### config.mk
export PLATFORM = sky130hd
export DESIGN_NAME = instruction_register
export DESIGN_NICKNAME = d
export VERILOG_FILES = /design/src/rtl/ir_pkg.sv /design/src/rtl/instruction_register.sv
export SDC_FILE = /design/constraint.sdc
export NUM_CORES = 1
export LEC_CHECK = 0
export ABC_AREA = 1
export BUFFER_PORTS_ARGS = -buffer_cell sky130_fd_sc_hd__buf_2
export CAP_MARGIN = 20
export CORE_MARGIN = 2
export CORE_UTILIZATION = 23
export CTS_BUF_LIST = sky130_fd_sc_hd__clkbuf_4
export DETAILED_ROUTE_END_ITERATION = 7
export PLACE_DENSITY_LB_ADDON = 0.05
export SYNTH_ARGS = -nofsm -noshare
export SYNTH_HDL_FRONTEND = slang
export SYNTH_SLANG_ARGS = --single-unit
### constraint.sdc
create_clock -name clock -period 0.9 [get_ports clock]
set_input_delay 0.18 -clock clock [delete_from_list [all_inputs] [get_ports clock]]
set_output_delay 0.18 -clock clock [all_outputs]
set_load 0.01 [all_outputs]
### src/rtl/ir_pkg.sv
// ir_pkg: instruction register widths and field types
package ir_pkg;
    localparam int INSTRUCTION_REGISTER = 16;
    localparam int OPCODE_WIDTH = 5;
    typedef logic [INSTRUCTION_REGISTER-1:0] instr_t;
    typedef logic [OPCODE_WIDTH-1:0] opcode_t;
    typedef logic [INSTRUCTION_REGISTER-OPCODE_WIDTH-1:0] operand_t;
endpackage

### src/rtl/instruction_register.sv
// instruction_register: holds the fetched instruction word and exposes its opcode/operand fields
module instruction_register
    import ir_pkg::*;
#(
    parameter int W  = INSTRUCTION_REGISTER,
    parameter int OW = OPCODE_WIDTH
) (
    input  logic          clock,
    input  logic          ir_reset,
    input  logic [W-1:0]  ir_in,
    input  logic          ir_wr,
    output logic [W-1:0]  ir_out,
    output logic [OW-1:0] ir_opcode,
    output logic [W-OW-1:0] ir_operand,
    output logic          ir_valid
);
    logic [W-1:0] ir_q, ir_d;
    logic valid_q, valid_d;
    assign ir_d    = ir_wr ? ir_in : ir_q;
    assign valid_d = ir_wr | valid_q;
    always_ff @(posedge clock or posedge ir_reset) begin
        if (ir_reset) begin
            ir_q    <= '0;
            valid_q <= 1'b0;
        end else begin
            ir_q    <= ir_d;
            valid_q <= valid_d;
        end
    end
    assign ir_out     = ir_q;
    assign ir_valid   = valid_q;
    assign ir_opcode  = ir_q[W-1 -: OW];
    assign ir_operand = ir_q[W-OW-1:0];
endmodule

==> metrics.cfg <==
[cts]
cts_max_level = 1
clk_pin_slew_ps = 100
cts-root-buf = clkbuf_4
cts_sinks = 17
cts_buffers = 3
clkLatencyLatePin_ps = 290
cts_tree = built
cts_buffer_depth = 2
cts.repair.resized = 0

[global_route]
met2_usage_pct = 13.96
grt_use_total_pct = 9.370
use_met3_pct = 3.423
grt_overflow = 0
use_met1_pct = 12.04
busiest_layer = met2
grt_pass1_wl_microns = 2911
grt_max_degree = 18
grt_pass1_vias = 634
antenna_found_initial = 0

[floorplan]
die-height_microns = 62.96
start_util_pct = 23.96
floorplan.die_area_sq_um = 3964
die_w_microns = 62.96
fp-row-count = 21
core_area_sq_um = 3337
io_pins = 52

[cells_and_area]
fin_cells = 184
mostFrequentLayoutCell = buf_2
nets = 158
drive_gt1_share_pct = 54.35
layout_common_cells = buf_2 (51), nand2_1 (43), dfrtp_1 (17), buf_4 (14), nand2_2 (5)
area_delta_synth_final_pct = 36.93
antenna_cells = 0

[logic_synthesis]
muxShareOfSynthArea_pct = 0
synth_compound_area_share_pct = 0
ys_warn_count = 0
synthAdderAreaFrac_pct = 0
syn_inst = 87
synth_xor_xnor_area_share_pct = 0
synth_top_family_by_area = simple AND/OR/NAND/NOR gates
yosysUniqueCellTypes = 9
seq_area_frac_synth_pct = 53.21
synth_nets = 106
syn_avg_cell_area_sq_um = 9.190
synth_seq_cells = 17
synth-simple-area-share_pct = 24.88
synth_area_sq_um = 799.5

[power]
power_leakage_nw = 0.6566
p_total_mw = 1.729
power_switching_mw = 0.4938
combPwrFrac_pct = 24.0
power.density_nw_per_um2 = 1580
ir_drop_v = 0.0004249
swShare_pct = 28.55
power.share.clock_pct = 25.7
intPower_mw = 1.236
power_frac_seq_pct = 50.3

[sta]
period_minus_slack_ps = 1027
fin_crit_sh_pct = 114.1
finalSetupTns_ps = -3595
slew_headroom_pct = 84.21
finalHoldViolations = 0
slew_violations = 0
clock_skew_ps = 0
whs_ps = 80.58
rsz0062_at_grt = yes
fmax_ghz = 0.9741
setup_viol = 33
tightest_slew_ps = 236.9
fin_ws_ps = -126.6

[detailed_routing]
drc = 0
first_iter_violations = 16
finalWirelength_microns = 1772
first_pass_iters = 2
viasPerCell = 3.647
postRouteAntennaNets = 0
wl_per_cell_microns = 9.630
via_count = 671

[worst_hold_path]
hp-start = ir_in[4]
hold_path_class = input port to flop

[setup_path]
cp_slowest_stage_delay_ps = 410
cp_top_family = flip-flops
cp_slowest_cell = dfrtp_1
crit_path_start = ir_out[14]
cp_max_fo = 3
worstSetupPathType = flop to primary output
path_cells = buf_2
worstPathArrival_ps = 850
crit_required_ps = 720
timing.critical_path.buf_inv = 1
cp-start-kind = flop
timing.rr.start = ir_out[3]
worstSetupEndpointType = primary output

[placed_design]
numPortBuffers = 51
place.gp.congestion = 0.5819
dp.cells = 168
hpwl_microns = 1226
post-place-ws_ps = 164.3

[outcome]
violations = negative setup slack
outcome = finished with violations

[flow_run]
drv_cap = 0

## final cells by class
type	instances	area [sq um]
Fill cell	385	2242
Sequential cell	17	425.4
Timing Repair Buffer	66	370.4
Multi-Input combinational cell	49	198.9
Tap cell	46	57.56
Clock buffer	4	30.03
Inverter	2	12.51
## cells in the mapped netlist
cell     count  area share [%]
nand2_1     43              20
inv_1        1            0.47
inv_6        1             1.1
nand2_2      5             3.9
or2_1        1            0.78
buf_4       16              15
dfrtp_1     17              53
buf_6        2             2.8
buf_12       1             2.5
## cells by family (layout without fill, tap and decap cells)
kind of cell           Yosys count  count (layout)
flip-flops                      17              17
buffers and inverters           21              72
AND/OR/NAND/NOR                 49              49
## registers in the layout (all words and copies together) (netlist names)
register  cells
ir_out       16
ir_valid      1
## repair_timing
item,4_1_cts,5_1_grt
pin swaps,0,0
hold buffers,1,0
setup endpoints to repair,33,33
buffers inserted,8,3
endpoints found under the hold margin,17,0
## power by group through the flow
stage          registers [mW]  logic [mW]  clock network, mW
5_1_grt                 0.881       0.457              0.524
3_3_place_gp            0.887       0.358                  0
4_1_cts                 0.871       0.406              0.483
6_report                0.870       0.415              0.445
2_1_floorplan           0.921       0.234                  0
3_5_place_dp            0.890       0.354                  0
## worst min-delay path, cell delays in order
cell and delay (ps):
buf_2 70, nand2_1 40, nand2_1 50
## routing by layer
| metal | part of all wire (%) | wire length [microns] |
|---|---|---|
| met1 | 47 | 839 |
| met2 | 42 | 752 |
| met3 | 9.4 | 166 |
| met4 | 0.73 | 13 |
| met5 | 0 | 0 |
## through the flow
stage,util (%),cell area [sq um]
global route,32.81,1095
CTS,32.13,1072
floorplan,-,799.5
global placement,29.13,972.2
finish,32.81,1095
detailed placement,29.13,972.2
## final timing paths
| check | to | slack [ps] | depth (start not counted) |
|---|---|---|---|
| setup / recovery | ir_opcode[3] | -130 | 1 |
| hold / removal | ir_out[4] | 80 | 3 |
| setup reg to reg | ir_out[3] | 60 | 4 |
| hold reg to reg | ir_valid | 480 | 1 |
| max in group asynchronous | ir_out[1] | 260 | 4 |
| min in group asynchronous | ir_out[6] | 440 | 4 |
No activity file was read; power rests on OpenSTA's default activity.
